**config.mk**
```make
export PLATFORM = sky130hd
export DESIGN_NAME = fifo
export DESIGN_NICKNAME = d
export VERILOG_FILES = /design/src/rtl/fifo.sv
export SDC_FILE = /design/constraint.sdc
export NUM_CORES = 1
export LEC_CHECK = 0
export BUFFER_PORTS_ARGS = -buffer_cell sky130_fd_sc_hd__buf_2
export CAP_MARGIN = 20
export CORE_MARGIN = 3
export CORE_UTILIZATION = 50
export CTS_CLUSTER_SIZE = 8
export DETAILED_ROUTE_END_ITERATION = 6
export GPL_ROUTABILITY_DRIVEN = 0
export GPL_TIMING_DRIVEN = 0
export PLACE_DENSITY_LB_ADDON = 0.2
export RECOVER_POWER = 100
export SETUP_SLACK_MARGIN = 0.02
export SLEW_MARGIN = 0
export SYNTH_ARGS = -nofsm -noshare
export SYNTH_HDL_FRONTEND = slang
export SYNTH_SLANG_ARGS = --single-unit
```
**constraint.sdc**
```tcl
create_clock -name clk -period 3.5 [get_ports clk]
set_clock_uncertainty 0.2 [all_clocks]
set_input_delay 0.525 -clock clk [delete_from_list [all_inputs] [get_ports clk]]
set_output_delay 0.525 -clock clk [all_outputs]
set_load 0.05 [all_outputs]
```
**src/rtl/fifo.sv**
```systemverilog
// -----------------------------------------------------------------------------
// fifo -- single-clock synchronous FIFO with selectable read-port behaviour.
//
// Parameters
//   DATA_WIDTH : word width in bits
//   ADDR_WIDTH : address width; depth is 2**ADDR_WIDTH words
//   TYPE       : 0 = registered read (data_out loads one cycle after rd_en)
//                1 = first-word-fall-through (data_out shows the head word)
//
// Ports
//   clk        : clock, all state updates on the rising edge
//   rst        : asynchronous active-low reset
//   data_in    : write data
//   wr_en      : write request, ignored while FIFO_full
//   rd_en      : read request, ignored while FIFO_empty
//   data_out   : read data
//   FIFO_empty : no words stored
//   FIFO_full  : 2**ADDR_WIDTH words stored
//
// Internal signals mem, wptr, rptr and avail keep these exact names so that
// they can be probed hierarchically.
// -----------------------------------------------------------------------------
module fifo #(
    parameter int DATA_WIDTH = 8,
    parameter int ADDR_WIDTH = 5,
    parameter int TYPE       = 0
) (
    input  logic                  clk,
    input  logic                  rst,
    input  logic [DATA_WIDTH-1:0] data_in,
    input  logic                  wr_en,
    input  logic                  rd_en,
    output logic [DATA_WIDTH-1:0] data_out,
    output logic                  FIFO_empty,
    output logic                  FIFO_full
);

    localparam int DEPTH = 2 ** ADDR_WIDTH;
    localparam int PW    = ADDR_WIDTH + 1;

    localparam logic [PW-1:0] PTR_ONE   = {{ADDR_WIDTH{1'b0}}, 1'b1};
    localparam logic [PW-1:0] PTR_DEPTH = {1'b1, {ADDR_WIDTH{1'b0}}};

    // Storage; deliberately not reset so contents survive rst.
    logic [DATA_WIDTH-1:0] mem [DEPTH];

    // Pointers carry one extra wrap bit to tell full from empty.
    logic [PW-1:0] wptr_q;
    logic [PW-1:0] wptr_d;
    logic [PW-1:0] rptr_q;
    logic [PW-1:0] rptr_d;
    logic [PW-1:0] wptr;
    logic [PW-1:0] rptr;
    logic [PW-1:0] avail;

    logic wr_fire_s;
    logic rd_fire_s;

    // Flags, free-slot count and accepted-operation strobes from registered pointers.
    always_comb begin
        wptr       = wptr_q;
        rptr       = rptr_q;
        FIFO_empty = (wptr_q == rptr_q);
        FIFO_full  = (wptr_q[ADDR_WIDTH-1:0] == rptr_q[ADDR_WIDTH-1:0]) &&
                     (wptr_q[ADDR_WIDTH] != rptr_q[ADDR_WIDTH]);
        // Modular subtraction handles pointer wrap without extra logic.
        avail      = PTR_DEPTH - (wptr_q - rptr_q);
        // A full FIFO rejects writes even when a read frees a slot this cycle,
        // and an empty FIFO rejects reads even when a write arrives.
        wr_fire_s  = wr_en && !FIFO_full;
        rd_fire_s  = rd_en && !FIFO_empty;
    end

    // Next-state pointer computation.
    always_comb begin
        wptr_d = wptr_q;
        rptr_d = rptr_q;
        if (wr_fire_s) begin
            wptr_d = wptr_q + PTR_ONE;
        end else begin
            wptr_d = wptr_q;
        end
        if (rd_fire_s) begin
            rptr_d = rptr_q + PTR_ONE;
        end else begin
            rptr_d = rptr_q;
        end
    end

    // Pointer registers.
    always_ff @(posedge clk or negedge rst) begin
        if (!rst) begin
            wptr_q <= {PW{1'b0}};
            rptr_q <= {PW{1'b0}};
        end else begin
            wptr_q <= wptr_d;
            rptr_q <= rptr_d;
        end
    end

    // Memory write port.
    always_ff @(posedge clk) begin
        if (wr_fire_s) begin
            mem[wptr_q[ADDR_WIDTH-1:0]] <= data_in;
        end
    end

    generate
        if (TYPE == 0) begin : g_registered_read
            logic [DATA_WIDTH-1:0] dout_q;
            logic [DATA_WIDTH-1:0] dout_d;

            // Load the head word on an accepted read, otherwise hold.
            always_comb begin
                dout_d = dout_q;
                if (rd_fire_s) begin
                    dout_d = mem[rptr_q[ADDR_WIDTH-1:0]];
                end else begin
                    dout_d = dout_q;
                end
            end

            // Registered read-data output.
            always_ff @(posedge clk or negedge rst) begin
                if (!rst) begin
                    dout_q <= {DATA_WIDTH{1'b0}};
                end else begin
                    dout_q <= dout_d;
                end
            end

            assign data_out = dout_q;
        end else begin : g_fwft_read
            // Head word falls through; rd_en only advances rptr.
            assign data_out = mem[rptr_q[ADDR_WIDTH-1:0]];
        end
    endgenerate

endmodule

```
; After elaboration in Yosys (flattened, before gate mapping)
; Memories as Yosys holds them, arrays and structs flattened. A register that Yosys moved wholly into a read port is not among the register bits.
; Index checks and enable logic that the tools add are counted.
[totals]
reg_bits = 12
ramBits = 256
inputBits = 12
out_inout_bits = 10
n_memories = 1
[classes]
n_addsub = 2
n_eq_ne = 3
muxes = 2
reduce_logical = 6
[mem_list]
columns = name, depth, width, read_ports, rd_clocked_by_memory_dff, wr, line_no
row1 = mem, 32, 8, 1, 1, 1, 45  ; logic [DATA_WIDTH-1:0] mem [DEPTH];
[ops]
columns = cell, n
row1 = "6-bit by 1-bit adder with 6-bit output, second input constant", 2
row2 = 6-bit equality test, 1
row3 = 5-bit equality test, 1
row4 = 1-bit logical AND, 3
row5 = 1-bit logical NOT, 3
row6 = 1-bit two-way mux, 2
row7 = 1-bit != test, 1

; Longest topological paths before layout
[depth]
ltp_word = 6
mapped_depth = 8
mapped_depth_nobuf = 5

; Least setup slack after synthesis
; Ideal clock, no wire load.
[synth_path]
path_kind = register to output
startpoint = reg rptr_q[2], in the netlist rptr[2]
endpoint = out FIFO_empty
arrival_time_ns = 1.715
t_required_ns = 2.775
path_slack_ns = 1.060
path_stages_with_launch = 6
path_buffers = 1
cell_sequence = dfrtp_1 -> buf_2 -> xor2_1 -> nor3_1 -> nand2_1 -> nor2_1
[synth_between]
elab_chain_len = 1
[synth_rtl]
columns = element, line_no
row1 = start: declaration, 50  ; logic [PW-1:0] rptr_q;
row2 = start signal: assignment, 94  ; rptr_q <= {PW{1'b0}};
row3 = start signal: assignment, 97  ; rptr_q <= rptr_d;
row4 = 6-bit equality test, 63  ; FIFO_empty = (wptr_q == rptr_q);
row5 = end: declaration, 34  ; output logic FIFO_empty,
; Every way passes these cells.

; Worst setup path in the final report
[layout_path]
startpoint = reg rptr_q[2], in the netlist rptr[2]
endpoint = mem mem[27][1], enable pin
[layout_between]
elab_chain_len = 6
[layout_rtl]
columns = element, line_no
row1 = 5-bit equality test, 64  ; FIFO_full = (wptr_q[ADDR_WIDTH-1:0] == rptr_q[ADDR_WIDTH-1:0]) &&
row2 = 1-bit logical AND, 64
row3 = 1-bit logical NOT, 70  ; wr_fire_s = wr_en && !FIFO_full;
row4 = 1-bit logical AND, 70
row5 = 1-bit two-way mux, 103  ; if (wr_fire_s) begin
row6 = 1-bit two-way mux (not written as such), 104  ; mem[wptr_q[ADDR_WIDTH-1:0]] <= data_in;
row7 = end: declaration, 45
; Every way passes these cells.

==> flow_metrics.tcl <==
set metrics [dict create \
    synth_fp_nets 630 \
    finalHoldViolCount 0 \
    maxCapViolCount 6 \
    clock_tree.buffer_depth 3 \
    top_cells_by_area_synth "sky130_fd_sc_hd__edfxtp_1 (69%), sky130_fd_sc_hd__mux2_2 (5.0%), sky130_fd_sc_hd__dfrtp_1 (4.5%), sky130_fd_sc_hd__mux4_1 (3.6%), sky130_fd_sc_hd__mux2i_1 (2.9%)" \
    vias 5860 \
    number_of_optimization_iterations_in_the_first_detailed_route_pass 5 \
    h-tree-depth 2 \
    post_cts_resized 0 \
    dominantRegCellSynth "sky130_fd_sc_hd__edfxtp_1" \
    clock_insertion_delay_worst_skew_ns 0.50 \
    postSynthRegisterBits 276 \
    globalRouteOverflowTotal 0 \
    setup-tns-final_ns 0 \
    synth_edf_count 256 \
    postLayoutCoreUtil_pct 59.1 \
    clkSlewWorstSetupHoldPaths_ns 0.05 \
    crit_buf_inv 1 \
    yosysTopAreaCellShare_pct 69.3 \
    post-synth-top-count-cell "sky130_fd_sc_hd__edfxtp_1" \
    fp-row-count 53 \
    initial_utilization_pct 51.8 \
    wl_per_cell_um 24.7 \
    fin_crit_ns 3.12 \
    antenna-diode-count 0 \
    iteration_0_drc_count_of_the_detailed_router 462 \
    timing.critical_path.depth 6 \
    top_level_port_count 22 \
    synth_sequential_area_ratio_pct 73.9 \
    hpwl_mm 15.1 \
    postSynthAreaPerCell_um2 18.1 \
    timing.critical_path.arrival_ns 3.05 \
    cts_made_buffers 40 \
    slowest_delay_ns 0.76 \
    fp.dieArea_um2 24000 \
    run_status "finished with violations" \
    regToRegStartpoint "rptr[2]" \
    num-nets-final 694 \
    synthDominantAreaCellType "sky130_fd_sc_hd__edfxtp_1" \
    postRouteAntennaNets 0 \
    post-route-worst-setup-slack_ns 0.382 \
    most_numerous_cell_types_in_the_synthesized_netlist "sky130_fd_sc_hd__edfxtp_1 (256), sky130_fd_sc_hd__mux2_2 (49), sky130_fd_sc_hd__nor2_1 (40)" \
    grt_first_pass_wirelength_mm 36.3 \
    post_synth_num_cell_types 39 \
    timing.hold.worst.start "wr_en" \
    totalPowerFinal_mw 10.8 \
    post_cts.repair.setup_buffers 0 \
    maxClockFrequency_mhz 321 \
    failed_checks "capacitance limit, slew limit" \
    fin_hold_ws_ns 0.249 \
    finalWirelength_mm 24.0 \
    max_slew.worst_pin.slew_ns 1.86 \
    number_of_clock_sinks 276 \
    postSynthCellCount 613 \
    crit_required_ns 3.43 \
    fp.dieW_um 155 \
    placement.io_buffers 21 \
    chipHeight_um 155 \
    num-fill-cells 1599 \
    criticalPathCategory "reg2reg" \
    worst_min_path_class "in2reg" \
    timing.final.max_slew_violations 165 \
    cts_tree "built" \
    vdd_drop_max_uv 429 \
    cell_area_after_technology_mapping_um2 11100 \
    remaining_drcs 0 \
    antenna_violations_before_repair 0 \
    post_drt_via_cell_ratio 6.01 \
    pwr_density_cell_nw_per_um2 850 \
    layout-drive-gt1-share_pct 17.7 \
    cts_root_buf "sky130_fd_sc_hd__clkbuf_16" \
    startpoint_type "register" \
    leakagePower_nw 4.22 \
    asyncSetResetFlopFracSynth_pct 7.25 \
    crit_path_end_kind "register" \
    area.sequential_um2 8190 \
    finalCritPeriodShare_pct 89.1 \
    yosys_warnings 0 \
    cp_cell_sequence "buf_2, xor2_1, nor3_1, a31oi_2, nand2_1, nor2_1" \
    area_growth_pct 14.2 \
    hold_depth 4 \
    multiInputGateArea_um2 2700 \
    grt_usage_pct 20.3 \
    floorplan.core_area_um2 21400 \
    grt_setup_unrepaired "false" \
    crit_fanout 10 \
    grt_pass1_vias 6009 \
    cpMaxStageDelayCell "sky130_fd_sc_hd__nor2_1" \
    setup-violations-final 0 \
    grt_max_degree 33 \
    reg2reg_depth 6 \
    place_worst_setup_slack_ns 0.407 \
    cpLargestDelayFamily "simple AND/OR/NAND/NOR gates" \
    cp-startpoint "rptr[2]" \
    max_slew_margin_pct -24.3 \
]
## cells in the final DEF (no fill, tap or decap), drive strengths merged, types with 9 or more instances in the layout
cell type / count
edfxtp: 256
clkbuf: 96
mux2: 49
nor2: 40
mux2i: 32
o22ai: 24
mux4: 24
nand2: 23
buf: 22
dfrtp: 20
xnor2: 10
nor2b: 10
o21ai: 9
## cells by family after synthesis
logic type	share of synthesized area [%]
muxes	13.3
and+or+nand+nor	3.52
xor gates and xnor gates	1.34
AOI/OAI and AO/OA	5.65
DFF	73.9
adders and majority gates	0.564
buffers and inverters	1.81
## stage by stage
| step | instances | instance area [µm²] |
|---|---|---|
| 6_report | 975 | 12700 |
| 5_1_grt | 975 | 12700 |
| 4_1_cts | 975 | 12700 |
| 3_5_place_dp | 909 | 11500 |
| 3_3_place_gp | 909 | 11500 |
| 2_1_floorplan | 613 | 11100 |
## report_power, final
part / switching (mW) / internal [mW] / total, mW
logic: 1.99 / 1.21 / 3.20
clock network: 1.25 / 2.21 / 3.47
registers: 0.152 / 3.94 / 4.09
total: 3.40 / 7.36 / 10.8
## metal layers
metal	global-route usage, %	wire (µm)	vias up
li1	-	-	2607
met1	29.4	10500	2985
met2	31.2	11200	227
met3	4.14	1670	41
met4	6.60	633	0
met5	0	0	-
## layout make-up
cell class | instances | share of cell area, %
Sequential cell | 276 | 64.7
Multi-Input combinational cell | 297 | 21.3
Clock buffer | 64 | 8.79
Tap cell | 275 | 2.72
Buffer | 33 | 1.33
Timing Repair Buffer | 22 | 0.722
Clock inverter | 1 | 0.237
Inverter | 7 | 0.208
## worst reg2reg max path: stages (launching register included)
cell and delay, ns:
sky130_fd_sc_hd__dfrtp_1 0.35, sky130_fd_sc_hd__buf_2 0.18, sky130_fd_sc_hd__xor2_1 0.20, sky130_fd_sc_hd__nor3_1 0.12, sky130_fd_sc_hd__a31oi_2 0.46, sky130_fd_sc_hd__nand2_1 0.48
sky130_fd_sc_hd__nor2_1 0.76
## state kept, by name, summed over array words and instances (netlist names)
signal    flops
data_out      8
rptr          6
mem         256
wptr          6
## path summary, 6_finish.rpt
kind	to	slack [ns]
worst min-delay path	wptr[0]	0.25
worst min register to register	data_out[6]	0.32
worst max-delay path	mem[27][1]	0.38
worst max register to register	mem[27][1]	0.38
min in group asynchronous	wptr[5]	0.58
max in group asynchronous	data_out[0]	1.82
## repair_timing
item,4_1_cts,5_1_grt
setup endpoints to repair,0,0
hold endpoints to repair,20,0
hold buffers,1,0
Power figures use the tool's default switching activity.
